**src/rtl/gray_count_receiver_if.sv**
```systemverilog
// Gray count receiver bus.
//   gray_in    : Gray-coded count driven by the source side
//   bin_out    : decoded binary of the last accepted sample
//   up_pulse   : accepted change was +1
//   down_pulse : accepted change was -1
//   wrap_pulse : step crossed max<->0 (alongside up/down_pulse)
//   err_pulse  : change was neither +1 nor -1
//   locked     : enough consecutive legal steps since the last error/reset
//   err_count  : saturating count of err_pulse events
// master: source/consumer side. slave: the receiver.
interface gray_count_receiver_if #(
  parameter int unsigned DATA_WIDTH    = 4,
  parameter int unsigned ERR_CNT_WIDTH = 8
);
  logic [DATA_WIDTH-1:0]    gray_in;
  logic [DATA_WIDTH-1:0]    bin_out;
  logic                     up_pulse;
  logic                     down_pulse;
  logic                     wrap_pulse;
  logic                     err_pulse;
  logic                     locked;
  logic [ERR_CNT_WIDTH-1:0] err_count;

  modport master (
    output gray_in,
    input  bin_out, up_pulse, down_pulse, wrap_pulse, err_pulse, locked, err_count
  );

  modport slave (
    input  gray_in,
    output bin_out, up_pulse, down_pulse, wrap_pulse, err_pulse, locked, err_count
  );
endinterface

```
**src/rtl/gray_count_receiver.sv**
```systemverilog
// Gray count receiver: samples a free-running Gray count, decodes it to
// binary, classifies each change as +1 / -1 / illegal and tracks lock.
//   clk    : rising-edge clock
//   reset  : asynchronous, active-high reset
//   bus    : gray_count_receiver_if.slave (gray_in in; bin_out, up/down/
//            wrap/err pulses, locked, err_count out; all outputs registered)
// Optional macro GRAY_RX_SYNC_EN inserts a SYNC_STAGES-deep synchronizer
// ahead of the sample register for an asynchronous gray_in source.
module gray_count_receiver #(
  parameter int unsigned DATA_WIDTH    = 4,
  parameter int unsigned SYNC_STAGES   = 2,
  parameter int unsigned LOCK_STEPS    = 4,
  parameter int unsigned ERR_CNT_WIDTH = 8
) (
  input  logic                  clk,
  input  logic                  reset,
  gray_count_receiver_if.slave  bus
);

  if (DATA_WIDTH < 2 || SYNC_STAGES < 1 || LOCK_STEPS < 1) begin : g_bad_params
    $error("gray_count_receiver: illegal parameter value");
  end

`ifdef GRAY_RX_SYNC_EN
  localparam int unsigned FILL = SYNC_STAGES + 1;
`else
  localparam int unsigned FILL = 1;
`endif
  localparam int unsigned FW = $clog2(FILL + 1);
  localparam int unsigned GW = $clog2(LOCK_STEPS + 1);

  typedef enum logic [1:0] {ACQ, TRACK, LOCKED} state_t;

  state_t                   state_q, state_d;
  logic [FW-1:0]            fill_cnt_q, fill_cnt_d;
  logic [GW-1:0]            good_cnt_q, good_cnt_d;
  logic [DATA_WIDTH-1:0]    g_q, g_d;
  logic [DATA_WIDTH-1:0]    bin_prev_q, bin_prev_d;
  logic [DATA_WIDTH-1:0]    bin_out_q, bin_out_d;
  logic                     up_q, up_d;
  logic                     down_q, down_d;
  logic                     wrap_q, wrap_d;
  logic                     err_q, err_d;
  logic                     locked_q, locked_d;
  logic [ERR_CNT_WIDTH-1:0] err_count_q, err_count_d;

  logic [DATA_WIDTH-1:0]    bin_n;
  logic [DATA_WIDTH-1:0]    delta;
  logic [GW-1:0]            good_inc;
  logic                     is_hold, is_up, is_dn;

`ifdef GRAY_RX_SYNC_EN
  logic [DATA_WIDTH-1:0] sync_q [SYNC_STAGES];
  logic [DATA_WIDTH-1:0] sync_d [SYNC_STAGES];

  always_comb begin
    sync_d[0] = bus.gray_in;
    for (int unsigned i = 1; i < SYNC_STAGES; i++) begin
      sync_d[i] = sync_q[i-1];
    end
    g_d = sync_q[SYNC_STAGES-1];
  end

  always_ff @(posedge clk or posedge reset) begin
    if (reset) begin
      for (int unsigned i = 0; i < SYNC_STAGES; i++) begin
        sync_q[i] <= '0;
      end
    end else begin
      for (int unsigned i = 0; i < SYNC_STAGES; i++) begin
        sync_q[i] <= sync_d[i];
      end
    end
  end
`else
  always_comb g_d = bus.gray_in;
`endif

  // Gray->binary: each binary bit is the XOR of all Gray bits at or above it,
  // computed as a running XOR from the MSB down.
  always_comb begin
    bin_n = '0;
    bin_n[DATA_WIDTH-1] = g_q[DATA_WIDTH-1];
    for (int unsigned i = 0; i < DATA_WIDTH - 1; i++) begin
      bin_n[DATA_WIDTH-2-i] = bin_n[DATA_WIDTH-1-i] ^ g_q[DATA_WIDTH-2-i];
    end
  end

  always_comb begin
    delta    = bin_n - bin_prev_q;
    is_hold  = (delta == '0);
    is_up    = (delta == DATA_WIDTH'(1));
    is_dn    = (delta == '1);
    good_inc = good_cnt_q + GW'(1);
  end

  always_comb begin
    state_d     = state_q;
    fill_cnt_d  = fill_cnt_q;
    good_cnt_d  = good_cnt_q;
    bin_prev_d  = bin_prev_q;
    bin_out_d   = bin_out_q;
    up_d        = 1'b0;
    down_d      = 1'b0;
    wrap_d      = 1'b0;
    err_d       = 1'b0;
    locked_d    = locked_q;
    err_count_d = err_count_q;

    case (state_q)
      ACQ: begin
        // The first post-reset sample only seeds the reference value.
        if (fill_cnt_q == FW'(FILL)) begin
          bin_prev_d = bin_n;
          bin_out_d  = bin_n;
          state_d    = TRACK;
        end else begin
          fill_cnt_d = fill_cnt_q + FW'(1);
        end
      end
      TRACK, LOCKED: begin
        if (is_hold) begin
          // hold: nothing changes, lock progress kept
        end else if (is_up || is_dn) begin
          up_d       = is_up;
          down_d     = is_dn;
          wrap_d     = (is_up && bin_prev_q == '1) || (is_dn && bin_prev_q == '0);
          bin_prev_d = bin_n;
          bin_out_d  = bin_n;
          if (state_q == TRACK) begin
            good_cnt_d = good_inc;
            if (good_inc == GW'(LOCK_STEPS)) begin
              state_d  = LOCKED;
              locked_d = 1'b1;
            end
          end
        end else begin
          // Illegal jump: resync the reference to the new value.
          err_d       = 1'b1;
          if (err_count_q != '1) begin
            err_count_d = err_count_q + ERR_CNT_WIDTH'(1);
          end
          good_cnt_d  = '0;
          bin_prev_d  = bin_n;
          bin_out_d   = bin_n;
          locked_d    = 1'b0;
          state_d     = TRACK;
        end
      end
      default: state_d = ACQ;
    endcase
  end

  always_ff @(posedge clk or posedge reset) begin
    if (reset) begin
      state_q     <= ACQ;
      fill_cnt_q  <= '0;
      good_cnt_q  <= '0;
      g_q         <= '0;
      bin_prev_q  <= '0;
      bin_out_q   <= '0;
      up_q        <= 1'b0;
      down_q      <= 1'b0;
      wrap_q      <= 1'b0;
      err_q       <= 1'b0;
      locked_q    <= 1'b0;
      err_count_q <= '0;
    end else begin
      state_q     <= state_d;
      fill_cnt_q  <= fill_cnt_d;
      good_cnt_q  <= good_cnt_d;
      g_q         <= g_d;
      bin_prev_q  <= bin_prev_d;
      bin_out_q   <= bin_out_d;
      up_q        <= up_d;
      down_q      <= down_d;
      wrap_q      <= wrap_d;
      err_q       <= err_d;
      locked_q    <= locked_d;
      err_count_q <= err_count_d;
    end
  end

  assign bus.bin_out    = bin_out_q;
  assign bus.up_pulse   = up_q;
  assign bus.down_pulse = down_q;
  assign bus.wrap_pulse = wrap_q;
  assign bus.err_pulse  = err_q;
  assign bus.locked     = locked_q;
  assign bus.err_count  = err_count_q;

endmodule
```
**src/flat_wrapper.sv**
```systemverilog
// flat-port wrapper written by rule: the top's interface ports become plain ports
module gray_count_receiver_flat 
#(
  parameter int unsigned DATA_WIDTH    = 4,
  parameter int unsigned SYNC_STAGES   = 2,
  parameter int unsigned LOCK_STEPS    = 4,
  parameter int unsigned ERR_CNT_WIDTH = 8
)
  (clk, reset, bus_gray_in, bus_bin_out, bus_up_pulse, bus_down_pulse, bus_wrap_pulse, bus_err_pulse, bus_locked, bus_err_count);
  gray_count_receiver_if #(.DATA_WIDTH(DATA_WIDTH), .ERR_CNT_WIDTH(ERR_CNT_WIDTH)) bus_i ();
  input  logic clk;
  input  logic reset;
  input wire logic [$bits(bus_i.gray_in)-1:0] bus_gray_in;
  output wire logic [$bits(bus_i.bin_out)-1:0] bus_bin_out;
  output wire logic [$bits(bus_i.up_pulse)-1:0] bus_up_pulse;
  output wire logic [$bits(bus_i.down_pulse)-1:0] bus_down_pulse;
  output wire logic [$bits(bus_i.wrap_pulse)-1:0] bus_wrap_pulse;
  output wire logic [$bits(bus_i.err_pulse)-1:0] bus_err_pulse;
  output wire logic [$bits(bus_i.locked)-1:0] bus_locked;
  output wire logic [$bits(bus_i.err_count)-1:0] bus_err_count;
  assign bus_i.gray_in = bus_gray_in;
  assign bus_bin_out = bus_i.bin_out;
  assign bus_up_pulse = bus_i.up_pulse;
  assign bus_down_pulse = bus_i.down_pulse;
  assign bus_wrap_pulse = bus_i.wrap_pulse;
  assign bus_err_pulse = bus_i.err_pulse;
  assign bus_locked = bus_i.locked;
  assign bus_err_count = bus_i.err_count;
  gray_count_receiver #(.DATA_WIDTH(DATA_WIDTH), .SYNC_STAGES(SYNC_STAGES), .LOCK_STEPS(LOCK_STEPS), .ERR_CNT_WIDTH(ERR_CNT_WIDTH)) u_core (.clk(clk), .reset(reset), .bus(bus_i));
endmodule
```
**config.mk**
```make
export PLATFORM = sky130hd
export DESIGN_NAME = gray_count_receiver_flat
export DESIGN_NICKNAME = d
export VERILOG_FILES = /design/src/rtl/gray_count_receiver_if.sv /design/src/rtl/gray_count_receiver.sv /design/src/flat_wrapper.sv
export SDC_FILE = /design/constraint.sdc
export NUM_CORES = 1
export LEC_CHECK = 0
export CORE_AREA = 2 2 63 65
export CTS_CLUSTER_DIAMETER = 120
export DETAILED_ROUTE_END_ITERATION = 7
export DIE_AREA = 0 0 65 67
export HOLD_SLACK_MARGIN = 0.1
export SYNTH_ARGS = -nofsm -noshare
export SYNTH_HDL_FRONTEND = slang
export SYNTH_SLANG_ARGS = --single-unit
```
**constraint.sdc**
```tcl
create_clock -name clk -period 4.05 [get_ports clk]
set_clock_uncertainty 0.1 [all_clocks]
set_input_delay 0.405 -clock clk [delete_from_list [all_inputs] [get_ports clk]]
set_output_delay 0.405 -clock clk [all_outputs]
set_load 0.02 [all_outputs]
```
* Word-level counts from Yosys, hierarchy flattened
Cells that the tools add are included.
Storage, ports and cells: flip-flop bits (word level) 27, input port bits 6, output and inout port bits 17, logic and storage cells 74
Operators by class: add/subtract/negate cells 4, eq/ne operators 13, muxes and demuxes 27, bitwise gates (word level) 5, reduce and logical (&&, ||, !) cells 14
Operators with widths (count):
- 1-bit two-way mux | 16
- 4-bit AND reduction | 3
- 2-bit two-way mux | 5
- 8-bit by 1-bit adder with 8-bit output, second input constant | 1
- 4-bit == test, second input constant | 2
- 4-bit zero test | 2
- 4-bit two-way mux | 2
- 8-bit inequality test, second input constant | 1
- 4-bit case mux with 2 select lines | 1
- 3-bit two-way mux | 2
- 2-bit inequality test, second input constant | 3
- 3-bit inequality test, second input constant | 2
- 3-bit AND reduction | 2
- 4-bit by 1-bit == test with 1-bit output, second input constant | 1
- 2-bit case mux with 2 select lines | 1
- 4-bit subtractor | 1
- 3-bit by 1-bit adder with 3-bit output, second input constant | 1
- 3-bit == test, second input constant | 1
- 1-bit XOR | 3
- 2-bit by 1-bit == test with 1-bit output, second input constant | 1
- 2-bit == test, second input constant | 1
- 1-bit logical AND | 2
- 2-bit zero test | 1
- 1-bit logical OR | 2
- other kinds (5) | 6

* Depth between registers and ports, before layout
word-level depth 10, mapped depth 12, depth with buffers taken out 11

* Worst setup path before layout
OpenSTA, ideal clock, no wires.
kind register to register, start register u_core.g_q[3], end register u_core.good_cnt_q[2], arrival time 2.738 ns, data required time 3.824 ns, slack 1.086 ns, stages on the path, launching flop included 13, path buffers 1, period minus slack after synthesis 2.964 ns, cells stage by stage dfrtp_1 -> xor2_1 -> xor2_1 -> xnor2_1 -> ha_1 -> fa_1 -> xor2_1 -> nor3_1 -> nand2b_1 -> mux2i_1 -> buf_4 -> nor2_2 -> a221o_1
On the way: cells in the longest elaborated chain, start to end 8
RTL lines:
- start, declared | line gray_count_receiver.sv:37 | logic [DATA_WIDTH-1:0] g_q, g_d;
- start signal, assigned | line gray_count_receiver.sv:172 | g_q <= g_d;
- 1-bit XOR * | line gray_count_receiver.sv:85 | bin_n[DATA_WIDTH-2-i] = bin_n[DATA_WIDTH-1-i] ^ g_q[DATA_WIDTH-2-i];
- via u_core.bin_n[2] | line gray_count_receiver.sv:47 | logic [DATA_WIDTH-1:0] bin_n;
- 1-bit XOR * | line gray_count_receiver.sv:85
- via u_core.bin_n[1] | line gray_count_receiver.sv:47
- 1-bit XOR | line gray_count_receiver.sv:85
- 4-bit subtractor * | line gray_count_receiver.sv:90 | delta = bin_n - bin_prev_q;
- 4-bit by 1-bit == test with 1-bit output or 4-bit == test (tied branches) | line gray_count_receiver.sv:92, gray_count_receiver.sv:93
- 1-bit logical OR | line gray_count_receiver.sv:124 | end else if (is_up || is_dn) begin
- 2-bit inequality test (no line)
- 3-bit AND reduction (no line)
- end signal, assigned | line gray_count_receiver.sv:171 | good_cnt_q <= good_cnt_d;
- end, declared | line gray_count_receiver.sv:36 | logic [GW-1:0] good_cnt_q, good_cnt_d;
Mark *: on every way through the listed nets, which the timed path passes. The rest lies on a longest branch. A chain may end at the register's enable or synchronous reset.

* Worst setup path in the final report
start register u_core.g_q[3], end register u_core.err_count_q[1], in the netlist u_core.bus.err_count[1]
On the way: cells in the longest elaborated chain, start to end 8
RTL lines:
- 1-bit XOR * | line gray_count_receiver.sv:85
- via u_core.bin_n[2] | line gray_count_receiver.sv:47
- 1-bit XOR * | line gray_count_receiver.sv:85
- via u_core.bin_n[1] | line gray_count_receiver.sv:47
- 1-bit XOR | line gray_count_receiver.sv:85
- 4-bit subtractor * | line gray_count_receiver.sv:90
- 4-bit by 1-bit == test with 1-bit output or 4-bit == test (tied branches) | line gray_count_receiver.sv:92, gray_count_receiver.sv:93
- 1-bit logical OR | line gray_count_receiver.sv:124
- 1-bit inverter (no line)
- 4-bit AND reduction (no line) *
- end signal, assigned | line gray_count_receiver.sv:180 | err_count_q <= err_count_d;
- end, declared | line gray_count_receiver.sv:45 | logic [ERR_CNT_WIDTH-1:0] err_count_q, err_count_d;
Marks and branches as above.

==> results.yml <==
outcome:
  status: "completed"
synthesis:
  synth-simple-area-share_pct: 16.4
  synth_warnings: 0
  synth.cell_area_sq_um: 1410
  synth_top_family_by_area: "simple AND/OR/NAND/NOR gates"
  synth_xor_area_share_pct: 8.62
  synth_seq_area_share_pct: 48.0
  synthArstFlopShare_pct: 100
  synth_enable_flop_cells: 0
  postSynthCellCount: 128
  ys_ff_latch: 27
  synth_fa_ha_area_share_pct: 10.3
  synth.area.mux_share_pct: 7.47
  synth_compound_area_share_pct: 6.49
  avgSynthCellArea_sq_um: 11.0
  ys.flop_type: "dfrtp_1"
  ys_types: 36
  synthesis.nets: 145
global_routing:
  grt_usage_pct: 13.2
  antenna_found_initial: 0
  overflow: 0
  grt_pass1_wl_um: 4390
  grt_max_degree: 28
  grt_pass1_vias: 1019
place:
  dp_hpwl_um: 1790
  post-place-ws_ps: 766
  io_buffers: 22
  dp.cells: 197
  gp_congestion: 0.805
worst_setup_path:
  r2r_cells: 11
  r2r-end: "u_core.bus.err_count[1]"
  required_ps: 4110
  cp_max_fo: 12
  r2r_start: "u_core.g_q[3]"
  r2r_slack_ps: 750
  end_kind: "flip-flop"
  setup.worst_path.start_class: "flip-flop"
  arrival_ps: 3350
  criticalPathCategory: "flip-flop to flip-flop"
finish:
  layout_commonest_cell: "dfrtp_1"
  layout.cells.non_filler: 201
  layout_common_cells: "dfrtp_1 (27), clkdlybuf4s50_1 (22), nand2_1 (10), ha_1 (10), xnor2_1 (8)"
  antennaDiodeCount: 0
  nets: 171
  syn_to_final_growth_pct: 22.9
  layout-drive-gt1-share_pct: 8.50
timing:
  report.final.hold_viol_count: 0
  tightest_slew_ps: 1000
  period_needed_ps: 3300
  setup_viol_count_final: 0
  fmax_mhz: 303
  rsz0062_at_grt: "no"
  final_max_slew_viol_count: 0
  fin_ws_ps: 751
  hold_slack_ps: 389
  setup_tns_ps: 0
  period_share_pct: 81.5
  slew_headroom_pct: 33.2
pwr:
  power.leakage_uw: 0.000792
  powerDensity_nw_per_um2: 754
  ir_drop_mv: 0.398
  p_total_uw: 1300
clock_tree:
  clk_latency_ps: 260
  cts_tree: "done"
  htree_levels: 1
  cts_resized: 0
  path_clk_slew_ps: 90
  cts_max_path_buffers: 2
  cts.root.buffer_cell: "clkbuf_8"
  cts-hold-fix-buffers: 0
  cts_sinks: 27
  cts_made_buffers: 3
  cts_setup_buffers: 0
floorplan:
  design.portCount: 23
  die_h_um: 67
  coreArea_sq_um: 3610
  rows: 22
  start_util_pct: 39.0
  dieArea_sq_um: 4360
  die_x_um: 65
run:
  cap_violations: 0
detailed_routing:
  viasPerCell: 4.83
  drtAntennaViolNets: 0
  drc: 0
  drt_iter0_markers: 30
  wl_met3_um: 64
  dr_total_vias: 971
  wire_per_inst_um: 12.0
  routed_wl_um: 2410
  drtPass1Iterations: 4
  top_layer: "met4"
  wl_met1_um: 1190
  dr_wl_met2_um: 1150
worst_hold_path:
  min_from: "u_core.fill_cnt_q"
  hold_path_class: "flip-flop to flip-flop"
  holdPathEnd: "u_core.fill_cnt_q"
  min_delay_path_depth: 1
==> metrics by stage <==
stage	utilization [%]	instance area [sq um]
finish	48.0	1730
global route	48.0	1730
CTS	48.0	1730
detailed placement	46.7	1680
global placement	46.7	1680
floorplan	-	1410
==> where the power goes <==
part           internal (uW)  switching, uW
combinational            339            398
sequential               347           74.6
clock                   68.7           77.9
==> sequential cells by signal (all words and copies together), names as in the netlist <==
name	flops
u_core.bus.err_count	8
u_core.bus.wrap_pulse	1
u_core.g_q	4
u_core.fill_cnt_q	1
u_core.bus.err_pulse	1
u_core.state_q	2
u_core.bus.down_pulse	1
u_core.bus.up_pulse	1
u_core.bus.locked	1
u_core.good_cnt_q	3
u_core.bin_prev_q	4
==> worst max-delay path, cell delays in order (launching register included) <==
cell	delay, ps
dfrtp_1	410
xor2_1	280
xor2_1	300
xnor2_1	200
ha_1	250
fa_1	460
nor3_1	330
nand2b_1	160
mux2i_1	70
buf_4	190
nand2_1	100
mux2_2	340
==> layer usage <==
metal | up-vias | global-route usage (%)
li1 | 489 | -
met4 | 0 | 5.59
met2 | 13 | 22.4
met5 | - | 0
met3 | 2 | 2.20
met1 | 467 | 16.7
==> worst max path at each step <==
| stage | startpoint | to | slack, ps | cells past startpoint |
|---|---|---|---|---|
| after floorplan | u_core.g_q[3] | u_core.good_cnt_q[2] | 1090 | 12 |
| after global placement | u_core.g_q[3] | u_core.bus.err_count[1] | 890 | 12 |
| after detailed placement | u_core.g_q[3] | u_core.bus.err_count[1] | 770 | 11 |
| after CTS | u_core.g_q[3] | u_core.bus.err_count[1] | 750 | 11 |
| after global routing | u_core.g_q[3] | u_core.bus.err_count[1] | 450 | 11 |
| final | u_core.g_q[3] | u_core.bus.err_count[1] | 750 | 11 |
==> final cells by class <==
type	instances	area, sq um
timing repair buffer	23	228
clock inverter	1	5.00
fill	342	1880
clock buffer	3	41.3
inverter	7	26.3
sequential	27	676
multi-input combinational	92	694
tap	48	60.1
==> cells in the mapped netlist (2+ instances only) <==
master | n | area, sq um
xor2_1 | 4 | 35.0
nor2b_1 | 2 | 12.5
and3_1 | 5 | 31.3
mux2i_1 | 6 | 60.1
a21oi_1 | 5 | 25.0
nand2b_1 | 2 | 12.5
nor3_1 | 2 | 10.0
xnor2_1 | 8 | 70.1
dfrtp_1 | 27 | 676
and2_1 | 2 | 12.5
mux2_2 | 4 | 45.0
nand4_1 | 2 | 12.5
a31oi_1 | 2 | 12.5
inv_1 | 7 | 26.3
ha_1 | 10 | 125
nand2_1 | 10 | 37.5
nor2_1 | 7 | 26.3
nand3_1 | 5 | 25.0
==> cells by family (layout without fill, tap and decap cells) <==
family,count (synthesis),count (layout)
buf+inv,9,34
xor+xnor,13,13
simple gates,44,44
fa+ha+maj,11,11
mux,10,10
flops,27,27
compound gates,14,14
Power figures use the tool's default switching activity.
